===== config.mk =====
export PLATFORM = sky130hd
export DESIGN_NAME = haz_scoreboard_flat
export DESIGN_NICKNAME = d
export VERILOG_FILES = /design/src/rtl/haz_scoreboard_if.sv /design/src/rtl/haz_scoreboard.sv /design/src/flat_wrapper.sv
export SDC_FILE = /design/constraint.sdc
export NUM_CORES = 1
export LEC_CHECK = 0
export ABC_CLOCK_PERIOD_IN_PS = 7950
export BUFFER_PORTS_ARGS = -buffer_cell sky130_fd_sc_hd__buf_2
export CELL_PAD_IN_SITES_DETAIL_PLACEMENT = 1
export CELL_PAD_IN_SITES_GLOBAL_PLACEMENT = 1
export CORE_UTILIZATION = 49
export CTS_CLUSTER_DIAMETER = 150
export CTS_CLUSTER_SIZE = 14
export DETAILED_ROUTE_END_ITERATION = 12
export GPL_TIMING_DRIVEN = 0
export PLACE_DENSITY_LB_ADDON = 0.2
export SETUP_SLACK_MARGIN = 0.1
export SYNTH_ARGS = -nofsm -noshare
export SYNTH_HDL_FRONTEND = slang
export SYNTH_SLANG_ARGS = --single-unit

===== constraint.sdc =====
create_clock -name clk -period 7.95 [get_ports clk]
set_input_delay 0.3975 -clock clk [delete_from_list [all_inputs] [get_ports clk]]
set_output_delay 0.3975 -clock clk [all_outputs]
set_load 0.02 [all_outputs]

===== src/rtl/haz_scoreboard_if.sv =====
// Decode-stage hazard interface: D-stage instruction fields, long-op completion,
// redirect request, and the resulting stall/flush/forward controls.
interface haz_scoreboard_if #(
  parameter int AW = 5,
  parameter int CW = 16
);
  logic          d_valid;
  logic [AW-1:0] d_addr1;
  logic [AW-1:0] d_addr2;
  logic          d_use1;
  logic          d_use2;
  logic [AW-1:0] d_waddr;
  logic          d_wen;
  logic [1:0]    d_lat;
  logic          d_long;
  logic          long_done;
  logic [AW-1:0] long_waddr;
  logic          redirect;
  logic          stall;
  logic          flush;
  logic [1:0]    fwd_rs1;
  logic [1:0]    fwd_rs2;
  logic [CW-1:0] stall_cnt;

  // Pipeline control side: presents D-stage info, consumes hazard decisions.
  modport master (
    output d_valid, d_addr1, d_addr2, d_use1, d_use2, d_waddr, d_wen,
           d_lat, d_long, long_done, long_waddr, redirect,
    input  stall, flush, fwd_rs1, fwd_rs2, stall_cnt
  );

  // Scoreboard side.
  modport slave (
    input  d_valid, d_addr1, d_addr2, d_use1, d_use2, d_waddr, d_wen,
           d_lat, d_long, long_done, long_waddr, redirect,
    output stall, flush, fwd_rs1, fwd_rs2, stall_cnt
  );
endinterface


===== src/rtl/haz_scoreboard.sv =====
// Per-register hazard scoreboard for the 5-stage pipeline. Each architectural
// register tracks whether a write is in flight, how far it has travelled
// (age 1=E, 2=M, 3=W), the stage at which its result becomes forwardable,
// and whether it is a long-latency write retired by handshake.
// Stall, flush and forward selects are combinational from the D-stage
// inputs and the registered scoreboard.
module haz_scoreboard #(
  parameter int NREG   = 32,
  parameter int AW     = 5,
  parameter int FWD_EN = 1,
  parameter int CW     = 16
) (
  input logic           clk,
  input logic           rst,
  haz_scoreboard_if.slave sb_if
);

  logic [NREG-1:0] busy_r;
  logic [NREG-1:0] long_r;
  logic [1:0]      age_r [NREG];
  logic [1:0]      lat_r [NREG];
  logic [CW-1:0]   stall_cnt_r;

  logic [AW-1:0]   addr1_s;
  logic [AW-1:0]   addr2_s;
  logic [AW-1:0]   waddr_s;
  logic [AW-1:0]   lwaddr_s;
  logic            done1_s;
  logic            done2_s;
  logic            donew_s;
  logic [2:0]      chk1_s;
  logic [2:0]      chk2_s;
  logic            waw_s;
  logic            stall_s;
  logic            flush_s;
  logic            issue_s;

  // Per-operand check: returns {hazard, forward select}. A long entry is only
  // readable in the cycle its result appears at W; a short entry forwards from
  // the stage it currently occupies once it has reached its result stage.
  function automatic logic [2:0] src_check(
    input logic       use_s,
    input logic       nz_s,
    input logic       busy_s,
    input logic       long_s,
    input logic [1:0] age_s,
    input logic [1:0] lat_s,
    input logic       done_s
  );
    logic       hz;
    logic [1:0] fwd;
    hz  = 1'b0;
    fwd = 2'b00;
    if (use_s && nz_s) begin
      if (FWD_EN != 0) begin
        if (busy_s) begin
          if (long_s) begin
            if (done_s) begin
              fwd = 2'b11;
            end else begin
              hz = 1'b1;
            end
          end else begin
            if (age_s < lat_s) begin
              hz = 1'b1;
            end else begin
              fwd = age_s;
            end
          end
        end else begin
          fwd = 2'b00;
        end
      end else begin
        hz = busy_s;
      end
    end else begin
      hz = 1'b0;
    end
    return {hz, fwd};
  endfunction

  assign addr1_s  = sb_if.d_addr1;
  assign addr2_s  = sb_if.d_addr2;
  assign waddr_s  = sb_if.d_waddr;
  assign lwaddr_s = sb_if.long_waddr;
  assign done1_s  = sb_if.long_done && (lwaddr_s == addr1_s);
  assign done2_s  = sb_if.long_done && (lwaddr_s == addr2_s);
  assign donew_s  = sb_if.long_done && (lwaddr_s == waddr_s);

  // Hazard detection, WAW against pending long writes, and stall/flush/issue.
  always_comb begin
    chk1_s = src_check(sb_if.d_use1, addr1_s != {AW{1'b0}}, busy_r[addr1_s],
                       long_r[addr1_s], age_r[addr1_s], lat_r[addr1_s], done1_s);
    chk2_s = src_check(sb_if.d_use2, addr2_s != {AW{1'b0}}, busy_r[addr2_s],
                       long_r[addr2_s], age_r[addr2_s], lat_r[addr2_s], done2_s);
    waw_s  = sb_if.d_wen && (waddr_s != {AW{1'b0}}) && busy_r[waddr_s] &&
             long_r[waddr_s] && !donew_s;
    stall_s = sb_if.d_valid && !sb_if.redirect && (chk1_s[2] || chk2_s[2] || waw_s);
    flush_s = sb_if.redirect;
    issue_s = sb_if.d_valid && sb_if.d_wen && (waddr_s != {AW{1'b0}}) &&
              !stall_s && !flush_s;
  end

  assign sb_if.stall     = stall_s;
  assign sb_if.flush     = flush_s;
  assign sb_if.fwd_rs1   = (FWD_EN != 0) ? chk1_s[1:0] : 2'b00;
  assign sb_if.fwd_rs2   = (FWD_EN != 0) ? chk2_s[1:0] : 2'b00;
  assign sb_if.stall_cnt = stall_cnt_r;

  // Scoreboard update: new issue wins, then long completion, then aging.
  always_ff @(posedge clk or posedge rst) begin
    if (rst) begin
      busy_r <= {NREG{1'b0}};
      long_r <= {NREG{1'b0}};
      for (int r = 0; r < NREG; r++) begin
        age_r[r] <= 2'b00;
        lat_r[r] <= 2'b00;
      end
    end else begin
      busy_r[0] <= 1'b0;
      long_r[0] <= 1'b0;
      age_r[0]  <= 2'b00;
      lat_r[0]  <= 2'b00;
      for (int r = 1; r < NREG; r++) begin
        if (issue_s && (waddr_s == AW'(r))) begin
          busy_r[r] <= 1'b1;
          long_r[r] <= sb_if.d_long;
          age_r[r]  <= 2'b01;
          lat_r[r]  <= sb_if.d_lat;
        end else if (busy_r[r] && long_r[r]) begin
          if (sb_if.long_done && (lwaddr_s == AW'(r))) begin
            busy_r[r] <= 1'b0;
            long_r[r] <= 1'b0;
            age_r[r]  <= 2'b00;
            lat_r[r]  <= 2'b00;
          end
        end else if (busy_r[r]) begin
          if (age_r[r] == 2'b11) begin
            busy_r[r] <= 1'b0;
            age_r[r]  <= 2'b00;
            lat_r[r]  <= 2'b00;
          end else begin
            age_r[r] <= age_r[r] + 2'b01;
          end
        end
      end
    end
  end

  // Saturating count of stall cycles.
  always_ff @(posedge clk or posedge rst) begin
    if (rst) begin
      stall_cnt_r <= {CW{1'b0}};
    end else if (stall_s && (stall_cnt_r != {CW{1'b1}})) begin
      stall_cnt_r <= stall_cnt_r + {{(CW-1){1'b0}}, 1'b1};
    end
  end

endmodule

===== src/flat_wrapper.sv =====
// flat-port wrapper written by rule: the top's interface ports become plain ports
module haz_scoreboard_flat 
#(
  parameter int NREG   = 32,
  parameter int AW     = 5,
  parameter int FWD_EN = 1,
  parameter int CW     = 16
)
  (clk, rst, sb_if_d_valid, sb_if_d_addr1, sb_if_d_addr2, sb_if_d_use1, sb_if_d_use2, sb_if_d_waddr, sb_if_d_wen, sb_if_d_lat, sb_if_d_long, sb_if_long_done, sb_if_long_waddr, sb_if_redirect, sb_if_stall, sb_if_flush, sb_if_fwd_rs1, sb_if_fwd_rs2, sb_if_stall_cnt);
  haz_scoreboard_if #(.AW(AW), .CW(CW)) sb_if_i ();
  input logic clk;
  input logic rst;
  input wire logic [$bits(sb_if_i.d_valid)-1:0] sb_if_d_valid;
  input wire logic [$bits(sb_if_i.d_addr1)-1:0] sb_if_d_addr1;
  input wire logic [$bits(sb_if_i.d_addr2)-1:0] sb_if_d_addr2;
  input wire logic [$bits(sb_if_i.d_use1)-1:0] sb_if_d_use1;
  input wire logic [$bits(sb_if_i.d_use2)-1:0] sb_if_d_use2;
  input wire logic [$bits(sb_if_i.d_waddr)-1:0] sb_if_d_waddr;
  input wire logic [$bits(sb_if_i.d_wen)-1:0] sb_if_d_wen;
  input wire logic [$bits(sb_if_i.d_lat)-1:0] sb_if_d_lat;
  input wire logic [$bits(sb_if_i.d_long)-1:0] sb_if_d_long;
  input wire logic [$bits(sb_if_i.long_done)-1:0] sb_if_long_done;
  input wire logic [$bits(sb_if_i.long_waddr)-1:0] sb_if_long_waddr;
  input wire logic [$bits(sb_if_i.redirect)-1:0] sb_if_redirect;
  output wire logic [$bits(sb_if_i.stall)-1:0] sb_if_stall;
  output wire logic [$bits(sb_if_i.flush)-1:0] sb_if_flush;
  output wire logic [$bits(sb_if_i.fwd_rs1)-1:0] sb_if_fwd_rs1;
  output wire logic [$bits(sb_if_i.fwd_rs2)-1:0] sb_if_fwd_rs2;
  output wire logic [$bits(sb_if_i.stall_cnt)-1:0] sb_if_stall_cnt;
  assign sb_if_i.d_valid = sb_if_d_valid;
  assign sb_if_i.d_addr1 = sb_if_d_addr1;
  assign sb_if_i.d_addr2 = sb_if_d_addr2;
  assign sb_if_i.d_use1 = sb_if_d_use1;
  assign sb_if_i.d_use2 = sb_if_d_use2;
  assign sb_if_i.d_waddr = sb_if_d_waddr;
  assign sb_if_i.d_wen = sb_if_d_wen;
  assign sb_if_i.d_lat = sb_if_d_lat;
  assign sb_if_i.d_long = sb_if_d_long;
  assign sb_if_i.long_done = sb_if_long_done;
  assign sb_if_i.long_waddr = sb_if_long_waddr;
  assign sb_if_i.redirect = sb_if_redirect;
  assign sb_if_stall = sb_if_i.stall;
  assign sb_if_flush = sb_if_i.flush;
  assign sb_if_fwd_rs1 = sb_if_i.fwd_rs1;
  assign sb_if_fwd_rs2 = sb_if_i.fwd_rs2;
  assign sb_if_stall_cnt = sb_if_i.stall_cnt;
  haz_scoreboard #(.NREG(NREG), .AW(AW), .FWD_EN(FWD_EN), .CW(CW)) u_core (.clk(clk), .rst(rst), .sb_if(sb_if_i));
endmodule

# Word level (Yosys, flattened, before mapping)
# Cells that the tools add are included.
dict set report classes {
  add_sub_neg 32
  n_mux 540
  n_lt_le_gt_ge 7
  n_bitwise 2
  n_eq_ne 128
  reduce_logical 334
}
# cell n
set ops {}
lappend ops {{2-bit two-way mux} 297}
lappend ops {{1-bit two-way mux} 233}
lappend ops {{3-bit nonzero test} 62}
lappend ops {{5-bit equality test, second input constant} 32}
lappend ops {{2-bit AND reduction} 62}
lappend ops {{2-bit nonzero test} 62}
lappend ops {{1-bit logical AND} 109}
lappend ops {{3-bit by 2-bit inequality test with 1-bit output, second input constant} 31}
lappend ops {{3-bit AND reduction} 31}
lappend ops {{5-bit by 4-bit equality test with 1-bit output, second input constant} 16}
lappend ops {{2-bit by 1-bit adder with 2-bit output, second input constant} 31}
lappend ops {{2-bit equality test, second input constant} 31}
lappend ops {{2-bit binary-select mux with 5-bit select} 4}
lappend ops {{5-bit by 3-bit equality test with 1-bit output, second input constant} 8}
lappend ops {{1-bit binary-select mux with 5-bit select} 6}
lappend ops {{5-bit by 2-bit equality test with 1-bit output, second input constant} 4}
lappend ops {{5-bit by 6-bit < comparator with 1-bit output, second input constant} 3}
lappend ops {{16-bit by 1-bit adder with 16-bit output, second input constant} 1}
lappend ops {{16-bit inequality test, second input constant} 1}
lappend ops {{5-bit equality test} 3}
lappend ops {{5-bit nonzero test} 3}
lappend ops {{6-bit >= comparator, second input constant} 2}
lappend ops {{5-bit NOT with 6-bit output} 2}
lappend ops {{5-bit by 1-bit equality test with 1-bit output, second input constant} 2}
lappend ops {{other kinds (3)} 7}
dict set report word_totals {
  ff_bits 202
  word_cells 1168
  output_inout_bits 22
  in_bits 31
}

# Logic depth before layout (Yosys ltp)
# Gate-level depths: netlist (run 1).
dict set report logic_depth {
  ltp_word 18
  ltp_mapped 22
  mapped_depth_nobuf 13
}

# Least setup slack after synthesis (run 1)
# OpenSTA, ideal clock, no wires.
dict set report synth_path {
  path_type {input to register}
  startpoint {input sb_if_d_addr1[0]}
  endpoint {register u_core.long_r[8]}
  setup_time_ps 125
  path_buffers 9
  path_slack_ps 2732
  t_arrival_ps 5093
  required_ps 7825
  stages 21
  path_cell_list {buf_6 buf_12 buf_12 buf_2 buf_2 buf_1 mux4_2 mux4_2 mux2_2 ha_1 nand3_1 a31oi_1 a311o_1 a21oi_1 a31o_1 a211o_1 buf_6 buf_6 or4_4 buf_6 mux2_4}
}
dict set report synth_between {
  elab_chain_cells 18
  word_cells_on_any_way 32
  cone_classes {order compare (1); eq/ne (1); mux (16); bitwise (1); reduce/logical (13)}
}
# item line_no
set synth_rtl {}
lappend synth_rtl {{from (decl)} flat_wrapper.sv:14} ;# input wire logic [$bits(sb_if_i.d_addr1)-1:0] sb_if_d_addr1;
lappend synth_rtl {{5-bit NOT with 6-bit output (not written as such)} haz_scoreboard.sv:93} ;# long_r[addr1_s], age_r[addr1_s], lat_r[addr1_s], done1_s);
lappend synth_rtl {{2-bit binary-select mux with 5-bit select} haz_scoreboard.sv:93}
lappend synth_rtl {{2-bit two-way mux (not written as such) (2 in a row)} haz_scoreboard.sv:93}
lappend synth_rtl {{2-bit < comparator} haz_scoreboard.sv:64} ;# if (age_s < lat_s) begin
lappend synth_rtl {{1-bit two-way mux} haz_scoreboard.sv:64}
lappend synth_rtl {{1-bit two-way mux} haz_scoreboard.sv:57} ;# if (long_s) begin
lappend synth_rtl {{1-bit two-way mux} haz_scoreboard.sv:56} ;# if (busy_s) begin
lappend synth_rtl {{1-bit two-way mux *} haz_scoreboard.sv:54} ;# if (use_s && nz_s) begin
lappend synth_rtl {{1-bit logical OR * (2 in a row)} haz_scoreboard.sv:98} ;# stall_s = sb_if.d_valid && !sb_if.redirect && (chk1_s[2] || chk2_s[2] || waw_s);
lappend synth_rtl {{1-bit logical AND *} haz_scoreboard.sv:98}
lappend synth_rtl {{1-bit zero test *} haz_scoreboard.sv:101} ;# !stall_s && !flush_s;
lappend synth_rtl {{1-bit logical AND *} haz_scoreboard.sv:100} ;# issue_s = sb_if.d_valid && sb_if.d_wen && (waddr_s != {AW{1'b0}}) &&
lappend synth_rtl {{1-bit logical AND *} haz_scoreboard.sv:101}
lappend synth_rtl {{1-bit logical AND *} haz_scoreboard.sv:125} ;# if (issue_s && (waddr_s == AW'(r))) begin
lappend synth_rtl {{2-bit nonzero test (no source line)} -}
lappend synth_rtl {{2-bit AND reduction (no source line)} -}
lappend synth_rtl {{to (signal assigned)} haz_scoreboard.sv:114} ;# long_r <= {NREG{1'b0}};
lappend synth_rtl {{to (signal, indexed assignment)} haz_scoreboard.sv:127} ;# long_r[r] <= sb_if.d_long;
lappend synth_rtl {{to (decl)} haz_scoreboard.sv:19} ;# logic [NREG-1:0] long_r;
# Every way passes the cells marked *; elsewhere a longest branch is shown, timed or not. The select of a mux whose other input is x is not followed.
# A chain may end at the register's enable or synchronous reset.

# Final worst setup path (run 1)
dict set report layout_path {
  startpoint {input sb_if_d_addr2[1]}
  endpoint {output sb_if_stall}
}
dict set report layout_between {
  elab_chain_cells 12
  word_cells_on_any_way 24
  cone_classes {order compare (1); eq/ne (1); mux (15); bitwise (1); reduce/logical (6)}
}
# item line_no
set layout_rtl {}
lappend layout_rtl {{from (decl)} flat_wrapper.sv:15} ;# input wire logic [$bits(sb_if_i.d_addr2)-1:0] sb_if_d_addr2;
lappend layout_rtl {{5-bit NOT with 6-bit output (not written as such)} haz_scoreboard.sv:95} ;# long_r[addr2_s], age_r[addr2_s], lat_r[addr2_s], done2_s);
lappend layout_rtl {{2-bit binary-select mux with 5-bit select} haz_scoreboard.sv:95}
lappend layout_rtl {{2-bit two-way mux (not written as such) (2 in a row)} haz_scoreboard.sv:95}
lappend layout_rtl {{2-bit < comparator} haz_scoreboard.sv:64}
lappend layout_rtl {{1-bit two-way mux} haz_scoreboard.sv:64}
lappend layout_rtl {{1-bit two-way mux} haz_scoreboard.sv:57}
lappend layout_rtl {{1-bit two-way mux} haz_scoreboard.sv:56}
lappend layout_rtl {{1-bit two-way mux *} haz_scoreboard.sv:54}
lappend layout_rtl {{1-bit logical OR * (2 in a row)} haz_scoreboard.sv:98}
lappend layout_rtl {{1-bit logical AND *} haz_scoreboard.sv:98}
lappend layout_rtl {{to (decl)} flat_wrapper.sv:25} ;# output wire logic [$bits(sb_if_i.stall)-1:0] sb_if_stall;
# Marks and branches as above.

==> results.sh, run 1 <==
export IMPL_nNetsFinal=1517
export IMPL_grt_antenna_before_repair=4
export IMPL_pin_count=53
export IMPL_io_buffers=47
export IMPL_synth_area_um2=14000
export IMPL_cpMostUsedCell="buf_2"
export IMPL_power_density_nw_per_um2=245
export IMPL_ys_seq_elements=202
export IMPL_critPathKind="input port to output pin"
export IMPL_status="finished with violations"
export IMPL_cts_htree_levels=1
export IMPL_crit_path_top_delay_cell="buf_1"
export IMPL_initial_core_util=0.501
export IMPL_yosysWarnings=0
export IMPL_p_leak_nw=6.92
export IMPL_finClkSkew_ns=0.0390
export IMPL_postPlaceCellArea_um2=14800
export IMPL_grt_pass1_wl_mm=83.1
export IMPL_critPathBufInv=10
export IMPL_cp_required_ns=7.55
export IMPL_die_w_um=171
export IMPL_final_area_um2=15300
export IMPL_violations="hold timing"
export IMPL_grt_max_degree=107
export IMPL_cp_startpoint="sb_if_d_addr2[1]"
export IMPL_setup_violations=0
export IMPL_wl_per_cell_um=30.8
export IMPL_worstPathCellList="buf_2 > clkbuf_1 > clkbuf_1 > clkbuf_1 > buf_1 > mux4_2 > mux4_2 > mux2i_1 > ha_1 > o21a_1 > nor4_1 > a211o_1 > buf_6 > buf_6 > buf_2 > buf_2 > and2_1 > buf_2"
export IMPL_layout_drive_gt1_share=0.167
export IMPL_drv_cap=0
export IMPL_ys_types=68
export IMPL_cts_path_max_buffers=3
export IMPL_period_share=0.939
export IMPL_place_hpwl_mm=42.8
export IMPL_synthArstFlopShare=1.00
export IMPL_ys_seq_area_frac=0.360
export IMPL_cts_tree="done"
export IMPL_post_route_min_period_ns=7.46
export IMPL_firstDrtPassIters=5
export IMPL_critical_path_top_delay_family="buffers and inverters"
export IMPL_grt_overflow=0
export IMPL_min_path_type="input port to asynchronous set/reset pin"
export IMPL_routed_wl_mm=56.5
export IMPL_avgViaCountPerCell=6.84
export IMPL_cp_num_cells=18
export IMPL_power_mw=3.74
export IMPL_via_count=12528
export IMPL_syn_nets=1449
export IMPL_first_iter_violations=1459
export IMPL_drc_errors=0
export IMPL_endpoint="sb_if_stall"
export IMPL_layout_setup_ws_ns=0.489
export IMPL_dieHeight_um=171
export IMPL_ys_flop_type="dfrtp_1"
export IMPL_rr_worst_depth=15
export IMPL_max_slew_margin=0.136
export IMPL_worstSkewPairLatency_ns=0.54
export IMPL_die_area_um2=29300
export IMPL_ctsHoldBuffers=0
export IMPL_vdd_drop_max_mv=0.176
export IMPL_regToRegSetupSlack_ns=3.01
export IMPL_clk_pin_slew_worst_paths_ns=0.06
export IMPL_gp_congestion=1.05
export IMPL_synthesis_instances=1384
export IMPL_hold_violations=14
export IMPL_fmax_ghz=0.134
export IMPL_fp_row_count=61
export IMPL_r2r_end="u_core.long_r[5]$_DFFE_PP0P_"
export IMPL_track_usage=0.395
export IMPL_r2r_start="u_core.age_r[41]$_DFFE_PP0P_"
export IMPL_hold_ws_ns=-0.0439
export IMPL_coreArea_um2=28000
export IMPL_dpl_cell_count=1810
export IMPL_cts_root_buf="clkbuf_16"
export IMPL_slew_viol_final=0
export IMPL_fillers=3105
export IMPL_syn_avg_cell_area_um2=10.1
export IMPL_ant_nets=0
export IMPL_cp_max_fo=10
export IMPL_clock_sink_count=202
export IMPL_slowest_delay_ns=0.91
export IMPL_layoutNonFillerInstCount=1831
export IMPL_tightestPinTransition_ns=1.30
export IMPL_rsz0062_at_grt="false"
export IMPL_postCtsSetupBuffers=0
export IMPL_numCtsBuffers=18
export IMPL_post_place_ws_ns=0.748
export IMPL_cp_arrival_ns=7.06
export IMPL_end_kind="output pin"
export IMPL_cts_repair_resized=0
export IMPL_synth_edff_count=0
export IMPL_cp_start_kind="input port"
export IMPL_areaGrowthSynthToFinish_pct=8.70
export IMPL_grt_pass1_vias=12628
sequential cells by signal, summed over array words and instances (netlist names):
name and count:
u_core.lat_r 62, u_core.sb_if.stall_cnt 16, u_core.busy_r 31, u_core.age_r 62, u_core.long_r 31
cells by family after synthesis:
| kind of cell | synth area share |
|---|---|
| xor+xnor | 0.0187 |
| buf+inv | 0.0519 |
| compound gates | 0.118 |
| flops | 0.360 |
| fa+ha+maj | 0.0303 |
| mux | 0.259 |
| simple gates | 0.163 |
cell usage in the layout (no fill, tap or decap), drive strengths merged, types with 12 or more instances in the layout:
cell type / instances
a211o: 19
a21boi: 15
a21oi: 38
a32oi: 31
buf: 88
clkbuf: 80
dfrtp: 202
ha: 34
inv: 52
mux2: 62
mux2i: 126
mux4: 73
nand2: 169
nand2b: 31
nand3: 56
nand4: 21
nor2: 93
nor2b: 13
nor4: 12
o21ai: 57
or4: 12
xnor2: 18
xor2: 12
layer usage:
metal | vias to the layer above | GRT usage | share of wire
met4 | 8 | 0.165 | 0.047
met1 | 6478 | 0.556 | 0.43
met2 | 633 | 0.604 | 0.44
li1 | 5254 | - | -
met3 | 155 | 0.0630 | 0.082
met5 | - | 0 | 0.0012
Yosys cell counts (all sizes together) (21+ instances only):
library cell / n / area share
nand3: 56 / 0.020
nand2: 169 / 0.045
nand2b: 31 / 0.014
mux2i: 126 / 0.090
mux4: 73 / 0.12
nand4: 21 / 0.0094
nor2: 93 / 0.027
clkbuf: 62 / 0.017
buf: 40 / 0.021
inv: 51 / 0.014
o21ai: 57 / 0.020
dfrtp: 202 / 0.36
a32oi: 31 / 0.019
a21oi: 38 / 0.014
ha: 34 / 0.030
mux2: 62 / 0.051
how the worst min path moves through the flow:
stage | startpoint | end | cells after the start
5_1_grt | rst | u_core.age_r[39]$_DFFE_PP0P_ | 2
4_1_cts | rst | u_core.age_r[39]$_DFFE_PP0P_ | 2
3_3_place_gp | u_core.sb_if.stall_cnt[14]$_DFFE_PP0P_ | u_core.sb_if.stall_cnt[14]$_DFFE_PP0P_ | 1
3_5_place_dp | u_core.sb_if.stall_cnt[5]$_DFFE_PP0P_ | u_core.sb_if.stall_cnt[5]$_DFFE_PP0P_ | 1
6_report | rst | u_core.age_r[39]$_DFFE_PP0P_ | 2
2_1_floorplan | u_core.lat_r[57]$_DFFE_PP0P_ | u_core.lat_r[57]$_DFFE_PP0P_ | 2
layout make-up:
cell class / count / area (um^2) / area share
multi-input cells: 1028 / 8260 / 0.541
flip-flops and latches: 202 / 5050 / 0.331
plain buffers: 102 / 533 / 0.0349
well taps: 378 / 473 / 0.0310
clock buffers: 18 / 450 / 0.0295
repair buffers: 48 / 263 / 0.0172
inverters: 52 / 203 / 0.0133
clock inverters: 2 / 25.0 / 0.00164
diodes: 1 / 2.50 / 0.000164
per-stage QoR:
step	TNS [ns]	utilization
4_1_cts	0	0.545
3_5_place_dp	0	0.528
2_1_floorplan	0	-
6_report	0	0.545
5_1_grt	0	0.545
3_3_place_gp	-103.08	0.527
power by group:
part,total [mW],internal [mW],switching [mW]
logic,1.25,0.556,0.693
registers,1.67,1.26,0.405
clock network,0.819,0.407,0.412
total,3.74,2.23,1.51
worst reg2reg max path, delay by kind of cell (launching register included):
family | cells | cell delay, ns
mux | 4 | 1.71
compound gates | 5 | 1.06
fa+ha+maj | 1 | 0.34
buf+inv | 3 | 0.55
simple gates | 2 | 0.65
flops | 1 | 0.47
Note: power is estimated with default switching activity, not from simulation.
==> inputs of run 2 (changes only) <==
--- a/config.mk
+++ b/config.mk
@@ -9,6 +9,7 @@
 export BUFFER_PORTS_ARGS = -buffer_cell sky130_fd_sc_hd__buf_2
 export CELL_PAD_IN_SITES_DETAIL_PLACEMENT = 1
 export CELL_PAD_IN_SITES_GLOBAL_PLACEMENT = 1
+export CORE_MARGIN = 4
 export CORE_UTILIZATION = 49
 export CTS_CLUSTER_DIAMETER = 150
 export CTS_CLUSTER_SIZE = 14
==> constraint.sdc (replaced) <==
create_clock -name clk -period 7.95 [get_ports clk]
set_input_delay 0.3975 -clock clk [delete_from_list [all_inputs] [get_ports clk]]
set_output_delay 0.3975 -clock clk [all_outputs]
set_load 0.01 [all_outputs]
==> run 2 against run 1 <==
Non-clock buffer count stayed put. The flow still finishes with violations (hold timing). Routed wire length is 2.8% lower. Count of clock-buffer cells in the layout is 1 higher. Combinational power hardly changed. Die area is 7.1% higher. Clock power is 0.5% higher. Total power is 0.82% lower. Worst hold slack better by 0.012 ns.
==> results.sh, run 2 (synthesized netlist as in run 1, its figures left out) <==
export IMPL_switching_share=0.395
export IMPL_min_path_type="input port to asynchronous set/reset pin"
export IMPL_cp_arrival_ns=6.78
export IMPL_routed_wl_mm=54.9
export IMPL_nNetsFinal=1517
export IMPL_coreArea_um2=28000
export IMPL_track_usage=0.352
export IMPL_grt_max_degree=110
export IMPL_crit_path_top_delay_cell="buf_1"
export IMPL_pin_count=53
export IMPL_clock_sink_count=202
export IMPL_grt_pass1_wl_mm=81.8
export IMPL_wl_per_cell_um=30.0
export IMPL_cp_required_ns=7.55
export IMPL_initial_core_util=0.501
export IMPL_critical_path_top_delay_family="buffers and inverters"
export IMPL_power_density_nw_per_um2=243
export IMPL_grt_overflow=0
export IMPL_tightestPinTransition_ns=1.36
export IMPL_cts_path_max_buffers=3
export IMPL_gp_congestion=1.02
export IMPL_hold_ws_ns=-0.0321
export IMPL_cp_max_fo=10
export IMPL_die_w_um=177
export IMPL_slew_viol_final=0
export IMPL_combPwrFrac=0.329
export IMPL_fmax_ghz=0.139
export IMPL_postCtsSetupBuffers=0
export IMPL_regToRegSetupSlack_ns=2.93
export IMPL_drc_errors=0
export IMPL_max_slew_margin=0.0904
export IMPL_cts_repair_resized=0
export IMPL_ant_nets=0
export IMPL_worstPathCellList="buf_6 > buf_12 > buf_12 > buf_2 > buf_2 > buf_1 > mux4_2 > mux4_2 > mux2_2 > ha_1 > nand3_1 > a31oi_1 > a311o_1 > a21oi_1 > a31o_1 > a211o_1 > buf_6 > buf_6 > buf_2 > buf_2 > and2_1 > buf_2"
export IMPL_grt_pass1_vias=12871
export IMPL_cp_start_kind="input port"
export IMPL_period_share=0.903
export IMPL_layout_drive_gt1_share=0.167
export IMPL_rr_worst_depth=14
export IMPL_drv_cap=0
export IMPL_mostFrequentLayoutCells="202 x dfrtp_1, 169 x nand2_1, 126 x mux2i_1"
export IMPL_worstSkewPairLatency_ns=0.51
export IMPL_status="finished with violations"
export IMPL_violations="hold timing"
export IMPL_numCtsBuffers=18
export IMPL_vdd_drop_max_mv=0.195
export IMPL_rsz0062_at_grt="false"
export IMPL_postPlaceCellArea_um2=14800
export IMPL_grt_antenna_before_repair=1
export IMPL_setup_violations=0
export IMPL_reg_top3="u_core.age_r x62, u_core.lat_r x62"
export IMPL_cts_tree="done"
export IMPL_post_route_min_period_ns=7.18
export IMPL_final_core_utilization=0.545
export IMPL_r2r_end="u_core.long_r[17]$_DFFE_PP0P_"
export IMPL_ctsHoldBuffers=0
export IMPL_cp_startpoint="sb_if_d_addr1[0]"
export IMPL_seqPwrFrac=0.449
export IMPL_hold_violations=11
export IMPL_r2r_start="u_core.age_r[41]$_DFFE_PP0P_"
export IMPL_clockPowerShare=0.222
export IMPL_mostFrequentLayoutCell="dfrtp_1"
export IMPL_critPathBufInv=11
export IMPL_cpMostUsedCell="buf_2"
export IMPL_io_buffers=47
export IMPL_firstDrtPassIters=5
export IMPL_fp_row_count=61
export IMPL_final_area_um2=15300
export IMPL_via_count=12393
export IMPL_power_mw=3.70
export IMPL_clk_pin_slew_worst_paths_ns=0.05
export IMPL_end_kind="output pin"
export IMPL_diodes=0
export IMPL_critPathKind="input port to output pin"
export IMPL_areaGrowthSynthToFinish_pct=8.74
export IMPL_p_leak_nw=6.92
export IMPL_cts_htree_levels=1
export IMPL_slowest_delay_ns=1.04
export IMPL_internal_power_mw=2.24
export IMPL_p_sw_mw=1.46
export IMPL_die_area_um2=31400
export IMPL_first_iter_violations=1297
export IMPL_place_hpwl_mm=41.7
export IMPL_cts_root_buf="clkbuf_16"
export IMPL_finClkSkew_ns=0.0293
export IMPL_avgViaCountPerCell=6.77
export IMPL_dieHeight_um=177
## run 2: per-layer routing
layer	global-route usage	share of wire	vias up
met4	0.148	0.049	6
met5	0.0385	0.0032	-
met2	0.531	0.44	651
met1	0.475	0.41	6342
li1	-	-	5248
met3	0.0985	0.10	146
## run 2: layout make-up
type / count / area [um^2]
Inverter: 52 / 203
Clock inverter: 1 / 8.76
Buffer: 102 / 533
Sequential cell: 202 / 5050
Tap cell: 378 / 473
Timing Repair Buffer: 48 / 263
Multi-Input combinational cell: 1028 / 8260
Fill cell: 3151 / 12700
Clock buffer: 19 / 475
## run 2: worst max path at each step
stage	slack (ns)	depth (start not counted)	to
finish	0.77	22	sb_if_stall
global route	0.63	22	sb_if_stall
CTS	0.97	22	sb_if_stall
detailed placement	0.99	22	sb_if_stall
global placement	-0.56	2	u_core.age_r[23]$_DFFE_PP0P_
floorplan	2.04	1	u_core.age_r[0]$_DFFE_PP0P_
## run 2: power groups by stage
stage	logic (mW)	clock network (mW)	registers [mW]
after floorplan	0.869	0	1.49
after global placement	1.14	0	1.63
after detailed placement	1.19	0	1.65
after CTS	1.20	0.840	1.64
after global routing	1.34	0.878	1.68
final	1.22	0.823	1.66
## run 2: through the flow
stage / setup TNS [ns] / worst slack (ns) / std cells
global placement: -108.80 / -0.562 / 1809
CTS: 0 / 0.970 / 1830
floorplan: 0 / 2.04 / 1384
detailed placement: 0 / 0.989 / 1810
finish: 0 / 0.774 / 1830
global route: 0 / 0.629 / 1830
==> inputs of run 3 (changes only) <==
--- a/config.mk
+++ b/config.mk
@@ -15,6 +15,7 @@
 export CTS_CLUSTER_SIZE = 14
 export DETAILED_ROUTE_END_ITERATION = 12
 export GPL_TIMING_DRIVEN = 0
+export HOLD_SLACK_MARGIN = 0.1
 export PLACE_DENSITY_LB_ADDON = 0.2
 export SETUP_SLACK_MARGIN = 0.1
 export SYNTH_ARGS = -nofsm -noshare
==> run 3 against run 2 <==
Critical endpoint unchanged. Utilization barely moved. Count of clock-buffer cells in the layout stayed put. Cell count hardly changed. Largest cell class unchanged. Global-route usage hardly changed. Total power shrank 0.10%. Sequential share of layout area about the same. Non-clock buffer count is 1 higher. Maximum frequency grew 0.15%. The run now ends clean. Worst setup slack improved by 0.011 ns. Critical path depth unchanged. Register-to-register slack better by 0.02 ns.
==> results.sh, run 3 (synthesized netlist as in run 1, its figures left out) <==
export IMPL_critPathBufInv=11
export IMPL_max_slew_margin=0.0885
export IMPL_cp_start_kind="input port"
export IMPL_postPlaceCellArea_um2=14800
export IMPL_track_usage=0.352
export IMPL_initial_core_util=0.501
export IMPL_areaGrowthSynthToFinish_pct=8.81
export IMPL_mostFrequentLayoutCell="dfrtp_1"
export IMPL_critical_path_top_delay_family="buffers and inverters"
export IMPL_mostFrequentLayoutCells="202 x dfrtp_1, 169 x nand2_1, 126 x mux2i_1"
export IMPL_cp_max_fo=10
export IMPL_drv_cap=0
export IMPL_clk_pin_slew_worst_paths_ns=0.07
export IMPL_fp_row_count=61
export IMPL_grt_max_degree=110
export IMPL_firstDrtPassIters=5
export IMPL_clock_sink_count=202
export IMPL_hold_depth=2
export IMPL_layout_drive_gt1_share=0.167
export IMPL_nNetsFinal=1518
export IMPL_routed_wl_mm=54.8
export IMPL_cts_root_buf="clkbuf_16"
export IMPL_diodes=0
export IMPL_ant_nets=0
export IMPL_worstSkewPairLatency_ns=0.52
export IMPL_cpMostUsedCell="buf_2"
export IMPL_numCtsBuffers=18
export IMPL_fillers=3151
export IMPL_power_density_nw_per_um2=242
export IMPL_slowest_delay_ns=1.02
export IMPL_end_kind="output pin"
export IMPL_tightestPinTransition_ns=1.37
export IMPL_critPathKind="input port to output pin"
export IMPL_pin_count=53
export IMPL_gp_congestion=1.02
export IMPL_grt_overflow=0
export IMPL_rr_worst_depth=14
export IMPL_final_area_um2=15300
export IMPL_die_area_um2=31400
export IMPL_cp_num_cells=22
export IMPL_cts_path_max_buffers=3
export IMPL_period_share=0.901
export IMPL_drc_errors=0
export IMPL_postCtsSetupBuffers=0
export IMPL_finClkSkew_ns=0.0292
export IMPL_grt_pass1_vias=12877
export IMPL_setup_violations=0
export IMPL_coreArea_um2=28000
export IMPL_cp_required_ns=7.55
export IMPL_power_mw=3.70
export IMPL_dieHeight_um=177
export IMPL_cp_arrival_ns=6.77
export IMPL_worstPathCellList="buf_6 > buf_12 > buf_12 > buf_2 > buf_2 > buf_1 > mux4_2 > mux4_2 > mux2i_1 > ha_1 > nand3_1 > a31oi_1 > a311o_1 > a21oi_1 > a31o_1 > a211o_1 > buf_6 > buf_6 > buf_2 > buf_2 > and2_1 > buf_2"
export IMPL_hold_violations=0
export IMPL_slew_viol_final=0
export IMPL_status="completed"
export IMPL_crit_path_top_delay_cell="buf_1"
export IMPL_die_w_um=177
export IMPL_cts_htree_levels=1
export IMPL_via_count=12321
export IMPL_min_path_type="input port to flop"
export IMPL_p_leak_nw=6.93
export IMPL_cts_tree="done"
export IMPL_fmax_ghz=0.140
export IMPL_first_iter_violations=1359
export IMPL_post_route_min_period_ns=7.17
export IMPL_reg_top3="u_core.age_r x62, u_core.lat_r x62"
export IMPL_wl_per_cell_um=29.9
export IMPL_avgViaCountPerCell=6.73
export IMPL_place_hpwl_mm=41.7
export IMPL_grt_antenna_before_repair=1
export IMPL_grt_pass1_wl_mm=81.8
export IMPL_vdd_drop_max_mv=0.195
export IMPL_io_buffers=47
export IMPL_rsz0062_at_grt="false"
-- run 3: changes by cell type in the layout (fill, tap and decap cells not counted), sizes merged --
cell and delta:
dlygate4sd3 +1
-- run 3: final timing paths --
| check | startpoint | end | slack, ns |
|---|---|---|---|
| max | sb_if_d_addr1[0] | sb_if_stall | 0.78 |
| min | sb_if_d_long | u_core.long_r[3]$_DFFE_PP0P_ | 0.17 |
| max reg2reg | u_core.age_r[41]$_DFFE_PP0P_ | u_core.long_r[17]$_DFFE_PP0P_ | 2.95 |
| min reg2reg | u_core.sb_if.stall_cnt[10]$_DFFE_PP0P_ | u_core.sb_if.stall_cnt[10]$_DFFE_PP0P_ | 0.49 |
| max in group asynchronous | rst | u_core.busy_r[22]$_DFFE_PP0P_ | 6.45 |
| min in group asynchronous | rst | u_core.age_r[36]$_DFFE_PP0P_ | 0.53 |
-- run 3: per-stage QoR --
stage | std cells | TNS, ns | setup slack [ns] | hold slack [ns] | util
finish | 1831 | 0 | 0.784 | 0.169 | 0.545
global route | 1831 | 0 | 0.629 | 0.181 | 0.545
detailed placement | 1810 | 0 | 0.989 | 0.482 | 0.528
global placement | 1809 | -108.80 | -0.562 | 0.472 | 0.527
floorplan | 1384 | 0 | 2.04 | 0.508 | -
CTS | 1831 | 0 | 0.970 | 0.153 | 0.545
-- run 3: area by class of cell --
cell class                      count  area [um^2]  share of cell area
Clock inverter                      1         8.76            0.000573
Multi-Input combinational cell   1028         8260               0.540
Inverter                           52          203              0.0133
Buffer                            102          533              0.0349
Tap cell                          378          473              0.0310
Sequential cell                   202         5050               0.331
Clock buffer                       19          475              0.0311
Timing Repair Buffer               49          273              0.0179
-- run 3: what timing repair did --
item / CTS / global route
hold buffers: 1 / 0
hold endpoints to repair: 93 / 0
gates resized for setup: 0 / 0
-- run 3: per-layer routing --
metal,wire [um],track usage,up-vias
li1,-,-,5250
met1,22300,0.475,6220
met2,23800,0.532,690
met3,5740,0.0985,155
met4,2800,0.148,6
met5,175,0.0385,-
-- run 3: where the power goes --
part,switching (mW),internal (mW)
Combinational,0.663,0.554
Sequential,0.397,1.26
Clock,0.400,0.424
